<file path="config.mk">
export PLATFORM = sky130hd
export DESIGN_NAME = inst_decoder_flat
export DESIGN_NICKNAME = d
export VERILOG_FILES = /design/src/rtl/inst_decoder_if.sv /design/src/rtl/inst_decoder.sv /design/src/flat_wrapper.sv
export SDC_FILE = /design/constraint.sdc
export NUM_CORES = 1
export LEC_CHECK = 0
export CORE_AREA = 3 3 119 109
export CTS_BUF_LIST = sky130_fd_sc_hd__clkbuf_8
export CTS_CLUSTER_DIAMETER = 60
export DETAILED_ROUTE_END_ITERATION = 10
export DIE_AREA = 0 0 122 112
export GPL_ROUTABILITY_DRIVEN = 0
export GPL_TIMING_DRIVEN = 0
export PLACE_DENSITY = 0.89
export SLEW_MARGIN = 20
export SYNTH_ARGS = -nofsm -noshare
export SYNTH_HDL_FRONTEND = slang
export SYNTH_SLANG_ARGS = --single-unit
</file>
<file path="constraint.sdc">
create_clock -name iClk -period 2.1 [get_ports iClk]
set_clock_uncertainty 0.1 [all_clocks]
set_input_delay 0.42 -clock iClk [delete_from_list [all_inputs] [get_ports iClk]]
set_output_delay 0.42 -clock iClk [all_outputs]
set_load 0.005 [all_outputs]
</file>
<file path="src/rtl/inst_decoder_if.sv">
// RV32I decode-stage bus: instruction/PC/flush from fetch, decoded fields and controls to execute.
// Latency: none (wires only); the decoder sets the pipeline depth.
// Backpressure: none; the consumer must accept one decoded instruction per cycle.
// Ports: master = fetch side (drives iInst/iCurPC/iFlushPipe), slave = decoder (drives all o* signals).
interface inst_decoder_if;
  logic [31:0] iInst;
  logic [31:0] iCurPC;
  logic        iFlushPipe;
  logic [4:0]  oRs1Addr;
  logic [4:0]  oRs2Addr;
  logic [4:0]  oRdAddr;
  logic [2:0]  oF3;
  logic [6:0]  oF7;
  logic [31:0] oImm;
  logic [6:0]  oOpcode;
  logic [31:0] oCurPc;
  logic        oLoad;
  logic        oStore;
  logic        oMemDv;
  logic [3:0]  oAritType;
  logic        oOpRs1;
  logic        oOpRs2;
  logic        oOpImm;
  logic        oOpPc;
  logic        oOpConst;
  logic        oOpDv;
  logic [3:0]  oBrOp;
  logic        oBrDv;

  modport master (
    output iInst, iCurPC, iFlushPipe,
    input  oRs1Addr, oRs2Addr, oRdAddr, oF3, oF7, oImm, oOpcode, oCurPc,
           oLoad, oStore, oMemDv, oAritType, oOpRs1, oOpRs2, oOpImm, oOpPc,
           oOpConst, oOpDv, oBrOp, oBrDv
  );

  modport slave (
    input  iInst, iCurPC, iFlushPipe,
    output oRs1Addr, oRs2Addr, oRdAddr, oF3, oF7, oImm, oOpcode, oCurPc,
           oLoad, oStore, oMemDv, oAritType, oOpRs1, oOpRs2, oOpImm, oOpPc,
           oOpConst, oOpDv, oBrOp, oBrDv
  );
endinterface

</file>
<file path="src/rtl/inst_decoder.sv">
// RV32I instruction decoder: raw fields, sign-extended immediate, ALU/memory/branch controls.
// Latency: cycleNum (1 or 2) edges from iInst sample to aligned outputs; iRst/iFlushPipe clear every stage.
// Backpressure: none; accepts one instruction every cycle and never stalls.
// Ports: iClk, iRst (sync, active-high) plain; everything else on bus (inst_decoder_if.slave).
module inst_decoder #(
  parameter int cycleNum = 2  // 1: single register stage, otherwise two stages
) (
  input  logic           iClk,
  input  logic           iRst,
  inst_decoder_if.slave  bus
);

  localparam logic [6:0] OPC_OP     = 7'b0110011;
  localparam logic [6:0] OPC_OPIMM  = 7'b0010011;
  localparam logic [6:0] OPC_LUI    = 7'b0110111;
  localparam logic [6:0] OPC_AUIPC  = 7'b0010111;
  localparam logic [6:0] OPC_JAL    = 7'b1101111;
  localparam logic [6:0] OPC_JALR   = 7'b1100111;
  localparam logic [6:0] OPC_BRANCH = 7'b1100011;
  localparam logic [6:0] OPC_LOAD   = 7'b0000011;
  localparam logic [6:0] OPC_STORE  = 7'b0100011;

  typedef struct packed {
    logic [4:0]  rs1;
    logic [4:0]  rs2;
    logic [4:0]  rd;
    logic [2:0]  f3;
    logic [6:0]  f7;
    logic [6:0]  opcode;
    logic [31:0] imm;
    logic [31:0] pc;
  } fields_t;

  typedef struct packed {
    logic       load;
    logic       store;
    logic       memDv;
    logic [3:0] aritType;
    logic       opRs1;
    logic       opRs2;
    logic       opImm;
    logic       opPc;
    logic       opConst;
    logic       opDv;
    logic [3:0] brOp;
    logic       brDv;
  } ctrl_t;

  // Raw field split plus immediate; rd is zeroed for formats that have no destination.
  function automatic fields_t extractFields(input logic [31:0] inst, input logic [31:0] pc);
    fields_t f;
    f        = '0;
    f.rs1    = inst[19:15];
    f.rs2    = inst[24:20];
    f.f3     = inst[14:12];
    f.f7     = inst[31:25];
    f.opcode = inst[6:0];
    f.pc     = pc;
    f.rd     = (inst[6:0] == OPC_STORE || inst[6:0] == OPC_BRANCH) ? 5'd0 : inst[11:7];
    case (inst[6:0])
      OPC_OPIMM, OPC_LOAD, OPC_JALR:
        f.imm = {{20{inst[31]}}, inst[31:20]};
      OPC_STORE:
        f.imm = {{20{inst[31]}}, inst[31:25], inst[11:7]};
      OPC_BRANCH:
        f.imm = {{19{inst[31]}}, inst[31], inst[7], inst[30:25], inst[11:8], 1'b0};
      OPC_LUI, OPC_AUIPC:
        f.imm = {inst[31:12], 12'b0};
      OPC_JAL:
        f.imm = {{11{inst[31]}}, inst[31], inst[19:12], inst[20], inst[30:21], 1'b0};
      default:
        f.imm = '0;
    endcase
    return f;
  endfunction

  // funct3 -> ALU op. alt is inst[30] (f7[5]); SUB only exists for register-register ops.
  function automatic logic [3:0] aluOp(input logic [2:0] f3, input logic alt, input logic allowSub);
    logic [3:0] op;
    op = 4'd0;
    case (f3)
      3'b000:  op = (alt && allowSub) ? 4'd1 : 4'd0;
      3'b001:  op = 4'd2;
      3'b010:  op = 4'd3;
      3'b011:  op = 4'd4;
      3'b100:  op = 4'd5;
      3'b101:  op = alt ? 4'd7 : 4'd6;
      3'b110:  op = 4'd8;
      default: op = 4'd9;
    endcase
    return op;
  endfunction

  // Control decode; unknown opcodes (incl. FENCE/SYSTEM/all-zero) leave everything at 0.
  function automatic ctrl_t decodeCtrl(input logic [6:0] opcode, input logic [2:0] f3, input logic alt);
    ctrl_t c;
    c = '0;
    case (opcode)
      OPC_OP: begin
        c.aritType = aluOp(f3, alt, 1'b1);
        c.opRs1    = 1'b1;
        c.opRs2    = 1'b1;
        c.opDv     = 1'b1;
      end
      OPC_OPIMM: begin
        c.aritType = aluOp(f3, alt, 1'b0);
        c.opRs1    = 1'b1;
        c.opImm    = 1'b1;
        c.opDv     = 1'b1;
      end
      OPC_LUI: begin
        // A operand is implicitly zero: neither opRs1 nor opPc is set.
        c.opImm = 1'b1;
        c.opDv  = 1'b1;
      end
      OPC_AUIPC: begin
        c.opPc  = 1'b1;
        c.opImm = 1'b1;
        c.opDv  = 1'b1;
      end
      OPC_JAL, OPC_JALR: begin
        // ALU produces the link address PC+4; the branch unit computes the target.
        c.opPc    = 1'b1;
        c.opConst = 1'b1;
        c.opDv    = 1'b1;
        c.brOp    = (opcode == OPC_JAL) ? 4'd8 : 4'd9;
        c.brDv    = 1'b1;
      end
      OPC_BRANCH: begin
        c.opRs1 = 1'b1;
        c.opRs2 = 1'b1;
        c.brOp  = {1'b0, f3};
        c.brDv  = 1'b1;
      end
      OPC_LOAD: begin
        c.opRs1 = 1'b1;
        c.opImm = 1'b1;
        c.load  = 1'b1;
        c.memDv = 1'b1;
      end
      OPC_STORE: begin
        c.opRs1 = 1'b1;
        c.opImm = 1'b1;
        c.store = 1'b1;
        c.memDv = 1'b1;
      end
      default: c = '0;
    endcase
    return c;
  endfunction

  fields_t outFields;
  ctrl_t   outCtrl;

  generate
    if (cycleNum == 1) begin : gSingle
      always_ff @(posedge iClk) begin
        if (iRst || bus.iFlushPipe) begin
          outFields <= '0;
          outCtrl   <= '0;
        end else begin
          outFields <= extractFields(bus.iInst, bus.iCurPC);
          outCtrl   <= decodeCtrl(bus.iInst[6:0], bus.iInst[14:12], bus.iInst[30]);
        end
      end
    end else begin : gDual
      fields_t s1Fields;

      // Stage 1 holds fields/immediate; stage 2 adds the control decode from those fields.
      // A clear wipes both stages, so the instruction sampled with the flush never emerges.
      always_ff @(posedge iClk) begin
        if (iRst || bus.iFlushPipe) begin
          s1Fields  <= '0;
          outFields <= '0;
          outCtrl   <= '0;
        end else begin
          s1Fields  <= extractFields(bus.iInst, bus.iCurPC);
          outFields <= s1Fields;
          outCtrl   <= decodeCtrl(s1Fields.opcode, s1Fields.f3, s1Fields.f7[5]);
        end
      end
    end
  endgenerate

  assign bus.oRs1Addr  = outFields.rs1;
  assign bus.oRs2Addr  = outFields.rs2;
  assign bus.oRdAddr   = outFields.rd;
  assign bus.oF3       = outFields.f3;
  assign bus.oF7       = outFields.f7;
  assign bus.oImm      = outFields.imm;
  assign bus.oOpcode   = outFields.opcode;
  assign bus.oCurPc    = outFields.pc;
  assign bus.oLoad     = outCtrl.load;
  assign bus.oStore    = outCtrl.store;
  assign bus.oMemDv    = outCtrl.memDv;
  assign bus.oAritType = outCtrl.aritType;
  assign bus.oOpRs1    = outCtrl.opRs1;
  assign bus.oOpRs2    = outCtrl.opRs2;
  assign bus.oOpImm    = outCtrl.opImm;
  assign bus.oOpPc     = outCtrl.opPc;
  assign bus.oOpConst  = outCtrl.opConst;
  assign bus.oOpDv     = outCtrl.opDv;
  assign bus.oBrOp     = outCtrl.brOp;
  assign bus.oBrDv     = outCtrl.brDv;

endmodule

</file>
<file path="src/flat_wrapper.sv">
// flat-port wrapper written by rule: the top's interface ports become plain ports
module inst_decoder_flat 
#(
  parameter int cycleNum = 2                                                   
)
  (iClk, iRst, bus_iInst, bus_iCurPC, bus_iFlushPipe, bus_oRs1Addr, bus_oRs2Addr, bus_oRdAddr, bus_oF3, bus_oF7, bus_oImm, bus_oOpcode, bus_oCurPc, bus_oLoad, bus_oStore, bus_oMemDv, bus_oAritType, bus_oOpRs1, bus_oOpRs2, bus_oOpImm, bus_oOpPc, bus_oOpConst, bus_oOpDv, bus_oBrOp, bus_oBrDv);
  inst_decoder_if bus_i ();
  input  logic iClk;
  input  logic iRst;
  input wire logic [$bits(bus_i.iInst)-1:0] bus_iInst;
  input wire logic [$bits(bus_i.iCurPC)-1:0] bus_iCurPC;
  input wire logic [$bits(bus_i.iFlushPipe)-1:0] bus_iFlushPipe;
  output wire logic [$bits(bus_i.oRs1Addr)-1:0] bus_oRs1Addr;
  output wire logic [$bits(bus_i.oRs2Addr)-1:0] bus_oRs2Addr;
  output wire logic [$bits(bus_i.oRdAddr)-1:0] bus_oRdAddr;
  output wire logic [$bits(bus_i.oF3)-1:0] bus_oF3;
  output wire logic [$bits(bus_i.oF7)-1:0] bus_oF7;
  output wire logic [$bits(bus_i.oImm)-1:0] bus_oImm;
  output wire logic [$bits(bus_i.oOpcode)-1:0] bus_oOpcode;
  output wire logic [$bits(bus_i.oCurPc)-1:0] bus_oCurPc;
  output wire logic [$bits(bus_i.oLoad)-1:0] bus_oLoad;
  output wire logic [$bits(bus_i.oStore)-1:0] bus_oStore;
  output wire logic [$bits(bus_i.oMemDv)-1:0] bus_oMemDv;
  output wire logic [$bits(bus_i.oAritType)-1:0] bus_oAritType;
  output wire logic [$bits(bus_i.oOpRs1)-1:0] bus_oOpRs1;
  output wire logic [$bits(bus_i.oOpRs2)-1:0] bus_oOpRs2;
  output wire logic [$bits(bus_i.oOpImm)-1:0] bus_oOpImm;
  output wire logic [$bits(bus_i.oOpPc)-1:0] bus_oOpPc;
  output wire logic [$bits(bus_i.oOpConst)-1:0] bus_oOpConst;
  output wire logic [$bits(bus_i.oOpDv)-1:0] bus_oOpDv;
  output wire logic [$bits(bus_i.oBrOp)-1:0] bus_oBrOp;
  output wire logic [$bits(bus_i.oBrDv)-1:0] bus_oBrDv;
  assign bus_i.iInst = bus_iInst;
  assign bus_i.iCurPC = bus_iCurPC;
  assign bus_i.iFlushPipe = bus_iFlushPipe;
  assign bus_oRs1Addr = bus_i.oRs1Addr;
  assign bus_oRs2Addr = bus_i.oRs2Addr;
  assign bus_oRdAddr = bus_i.oRdAddr;
  assign bus_oF3 = bus_i.oF3;
  assign bus_oF7 = bus_i.oF7;
  assign bus_oImm = bus_i.oImm;
  assign bus_oOpcode = bus_i.oOpcode;
  assign bus_oCurPc = bus_i.oCurPc;
  assign bus_oLoad = bus_i.oLoad;
  assign bus_oStore = bus_i.oStore;
  assign bus_oMemDv = bus_i.oMemDv;
  assign bus_oAritType = bus_i.oAritType;
  assign bus_oOpRs1 = bus_i.oOpRs1;
  assign bus_oOpRs2 = bus_i.oOpRs2;
  assign bus_oOpImm = bus_i.oOpImm;
  assign bus_oOpPc = bus_i.oOpPc;
  assign bus_oOpConst = bus_i.oOpConst;
  assign bus_oOpDv = bus_i.oOpDv;
  assign bus_oBrOp = bus_i.oBrOp;
  assign bus_oBrDv = bus_i.oBrDv;
  inst_decoder #(.cycleNum(cycleNum)) u_core (.iClk(iClk), .iRst(iRst), .bus(bus_i));
endmodule
</file>
* Word-level counts from Yosys, hierarchy flattened
Index checks and enable logic that the tools add are counted.
** Operators by class
- Equality and inequality tests :: 23
- Multiplexer cells :: 17
- Reductions and logical operators :: 13
** Operator list (number)
- case mux 32 bit (5 select lines) :: 1
- case mux 4 bit (7 select lines) :: 2
- == test 7 bit, second input constant :: 6
- == test 7 x 6 -> 1 bit, second input constant :: 5
- == test 7 x 5 -> 1 bit, second input constant :: 4
- == test 7 x 2 -> 1 bit, second input constant :: 2
- 2-to-1 mux 1 bit :: 12
- case mux 5 bit (2 select lines) :: 1
- OR reduction 2 bit :: 5
- OR reduction 5 bit :: 2
- == test 3 bit, second input constant :: 3
- case mux 4 bit (2 select lines) :: 1
- == test 3 x 2 -> 1 bit, second input constant :: 2
- OR reduction 3 bit :: 2
- OR reduction 6 bit :: 1
- == test 3 x 1 -> 1 bit, second input constant :: 1
- logical NOT 3 bit :: 1
- logical OR 1 bit :: 2
** Word-level totals
- Flip-flop bits (word level) :: 210
- Input port bits :: 67
- Output and inout bits :: 114
- Logic and storage cells :: 81

* Logic depth before layout (Yosys ltp)
- Depth after elaboration :: 3
- Depth in mapped cells :: 7
- Gate-level depth less buffers :: 4

* Least setup slack after synthesis
OpenSTA, ideal clock, no wires.
- Path kind :: input to register
- Start :: in bus_iInst[6]
- End :: reg u_core.gDual.s1Fields[58] (netlist bit)
- Setup time :: 0.070 ns
- Arrival time :: 1.393 ns
- Data required time :: 1.930 ns
- Path slack :: 0.537 ns
- Stages :: 6
- Path buffers :: 2
- Cells stage by stage :: buf_2 > mux2_2 > o22ai_4 > o21ai_4 > buf_6 > a21oi_1
** Between the ends
- Cells in the longest elaborated chain, start to end :: 3
- Elaborated cells between the ends (all ways) :: 11
- Classes of those cells :: eq/ne: 8; mux: 1; reduce/logical: 2
** RTL lines
- start, declared :: line flat_wrapper.sv:10 : input wire logic [$bits(bus_i.iInst)-1:0] bus_iInst;
- == test 7 x 5 -> 1 bit, or another cell as far along :: line inst_decoder.sv:60 : case (inst[6:0])
- OR reduction 3 bit or OR reduction 2 bit (tied branches) :: line inst_decoder.sv:60
- case mux 32 bit (5 select lines) * :: line inst_decoder.sv:60
- end signal, assigned :: line inst_decoder.sv:177 : s1Fields <= extractFields(bus.iInst, bus.iCurPC);
- end, declared :: line inst_decoder.sv:167 : fields_t s1Fields;
Mark *: on every way between the ends. The rest lies on a longest branch, timed or not.
A chain may end at the register's enable or synchronous reset.

==> impl_metrics.py <==
metrics = {
    "layout": {
        "final_area_mm2": 0.00870,
        "mostFrequentLayoutCells": "dfxtp_1 (209), clkdlybuf4s50_1 (177), and2_1 (155), clkbuf_8 (39), nor2_1 (22)",
        "postLayoutCoreUtil_pct": 72.9,
        "seqCellArea_mm2": 0.00418,
        "diodes": 0,
        "nNetsFinal": 800,
        "areaGrowthSynthToFinish_pct": 42.8,
        "layout_commonest_cell": "dfxtp_1",
        "drive_gt1_share_pct": 8.59,
        "multi_input_area_mm2": 0.00174,
        "fillers": 851,
    },
    "synth": {
        "synth_top_area_share_pct": 68.7,
        "ys_warn_count": 0,
        "synth.largest_area_cell": "dfxtp_1",
        "avgSynthCellArea_um2": 11.7,
        "synthesis.nets": 590,
        "syn_area_mm2": 0.00609,
        "ys_ff_latch": 209,
        "synth_area_leaders": "dfxtp_1 (69%), and2_1 (16%), a21oi_1 (1.7%)",
        "yosysUniqueCellTypes": 42,
        "syn_inst": 523,
        "synth-seq-area-share_pct": 68.7,
    },
    "clock_network": {
        "cts.htree.levels": 1,
        "clock_sinks": 209,
        "clk_pin_slew_ns": 0.06,
        "numCtsBuffers": 31,
        "insertion_delay_ns": 0.53,
        "cts_resized": 0,
        "cts_setup_buffers": 0,
        "cts_hold_buf": 0,
        "cts_tree": "yes",
        "cts.root.buffer_cell": "clkbuf_8",
        "clockBufferDepth": 3,
    },
    "placement": {
        "pre_cts_slack_ns": -0.333,
        "io_buffers": 177,
        "dp_hpwl_um": 10500,
        "dpl_cell_area_mm2": 0.00807,
    },
    "critical_path": {
        "crit_type": "reg2out",
        "cp-start-kind": "flip-flop",
        "path_max_fanout": 2,
        "cp.required_ns": 1.58,
        "endpoint_kind": "output pin",
        "cp.arrival_ns": 1.43,
    },
    "die": {
        "initial_core_util_pct": 51.1,
        "boundaryPins": 181,
        "core_mm2": 0.0119,
        "die_area_mm2": 0.0137,
        "placementRows": 38,
        "die_w_um": 122,
        "die_h_um": 112,
    },
    "timing": {
        "fmax_mhz": 513,
        "hold_viol_final": 0,
        "layout_setup_ws_ns": 0.150,
        "rsz0062_at_grt": "no",
        "slew_violations": 0,
        "worst_slew_pin_slew_ns": 0.779,
        "timing.hold.ws_ns": 0.0923,
        "finalCritPeriodShare_pct": 92.9,
        "period_needed_ns": 1.95,
        "setup_viol": 0,
        "relSlewSlack_pct": 47.7,
    },
    "drt": {
        "wirelength_um": 14500,
        "first_iter_violations": 242,
        "drcViolationCount": 0,
        "wl_per_cell_um": 15.8,
        "final_antenna_net_count": 0,
        "dr.pass1.iters": 4,
        "viasPerCell": 4.73,
        "num_vias": 4339,
    },
    "outcome": {
        "outcome": "finished, final reports clean",
    },
    "grt": {
        "grt_remaining_overflow": 0,
        "grt_util_all_layers_pct": 21.3,
        "gr-usage-met3_pct": 5.84,
        "grt_pass1_vias": 4473,
        "grt_max_degree": 15,
        "gr-max-usage-layer": "met2",
        "grt_pass1_wl_um": 22800,
        "antenna_found_initial": 0,
        "grt_use_met2_pct": 37.5,
        "grt_use_met1_pct": 25.1,
    },
    "power_and_ir_drop": {
        "finalPower_uw": 7610,
        "pwr_density_cell_mw_per_mm2": 875,
        "ir_drop_mv": 0.634,
        "p_leak_uw": 0.00346,
    },
    "worst_hold_path": {
        "min_path_type": "in2reg",
    },
    "run": {
        "drv_cap": 0,
    },
}
## sequential cells by signal (all words and copies together) (netlist names), 3 cells and up
name,count
u_core.bus.oCurPc,32
u_core.bus.oRs1Addr,5
u_core.bus.oF7,7
u_core.bus.oImm,32
u_core.bus.oBrOp,3
u_core.bus.oRs2Addr,5
u_core.bus.oRdAddr,5
u_core.bus.oF3,3
u_core.gDual.s1Fields,96
u_core.bus.oOpcode,7
u_core.bus.oAritType,4
## worst paths after layout
kind                             start                   endpoint  slack (ns)  cells past startpoint
max                u_core.bus.oOpConst               bus_oBrOp[3]        0.15                      2
min                       bus_iInst[2]  u_core.gDual.s1Fields[66]        0.09                      2
max reg2reg  u_core.gDual.s1Fields[69]        u_core.bus.oBrOp[0]        0.52                      4
min reg2reg  u_core.gDual.s1Fields[93]     u_core.bus.oRs1Addr[2]        0.32                      1
## worst max-delay path, stage by stage (launching register included)
cell and delay, ns:
dfxtp_1 0.32, buf_4 0.10, clkdlybuf4s50_1 0.48
## cell families after synthesis
| logic type | synth area share, % |
|---|---|
| flops | 68.7 |
| mux | 0.698 |
| compound gates | 5.17 |
| buf+inv | 2.83 |
| simple gates | 22.6 |
## layout make-up
class / instances / share of cell area (%)
sequential: 209 / 48.1
timing repair buffer: 177 / 20.4
clock buffer: 39 / 6.17
multi-input combinational: 280 / 20.0
inverter: 5 / 0.216
tap: 160 / 2.30
clock inverter: 18 / 1.12
buffer: 29 / 1.77
## layer usage
metal	part of all wire [%]	vias up	routed length, µm
li1	-	2097	-
met1	38	1989	5470
met2	50	219	7320
met3	9.1	34	1320
met4	2.7	0	397
met5	0	-	0
## cells in the mapped netlist, drive strengths merged
| master | number |
|---|---|
| o41ai | 1 |
| or2 | 2 |
| nand3b | 1 |
| nor4 | 1 |
| a22oi | 4 |
| and2 | 155 |
| nor2b | 1 |
| buf | 11 |
| nand3 | 4 |
| mux2i | 2 |
| inv | 5 |
| nand4 | 3 |
| a211oi | 1 |
| nor3b | 1 |
| o31ai | 1 |
| clkbuf | 18 |
| o21bai | 1 |
| a2111oi | 1 |
| nor2 | 22 |
| o22ai | 3 |
| and3 | 11 |
| a21oi | 21 |
| nor3 | 3 |
| nand4b | 1 |
| nand2 | 18 |
| o21ai | 14 |
| mux2 | 2 |
| o2111a | 1 |
| dfxtp | 209 |
| or3 | 3 |
| o2bb2ai | 1 |
| nand4bb | 1 |
## power by group
group | total (µW) | internal (µW) | switching (µW)
Clock | 3200 | 1780 | 1410
Sequential | 4060 | 4040 | 23.0
Combinational | 350 | 200 | 151
Total | 7610 | 6020 | 1590
## per-stage QoR
| stage | instances | setup TNS, ns |
|---|---|---|
| 6_report | 917 | 0 |
| 5_1_grt | 917 | 0 |
| 4_1_cts | 917 | 0 |
| 3_5_place_dp | 860 | -24.58 |
| 3_3_place_gp | 860 | -18.28 |
| 2_1_floorplan | 523 | 0 |
Power figures use the tool's default switching activity.
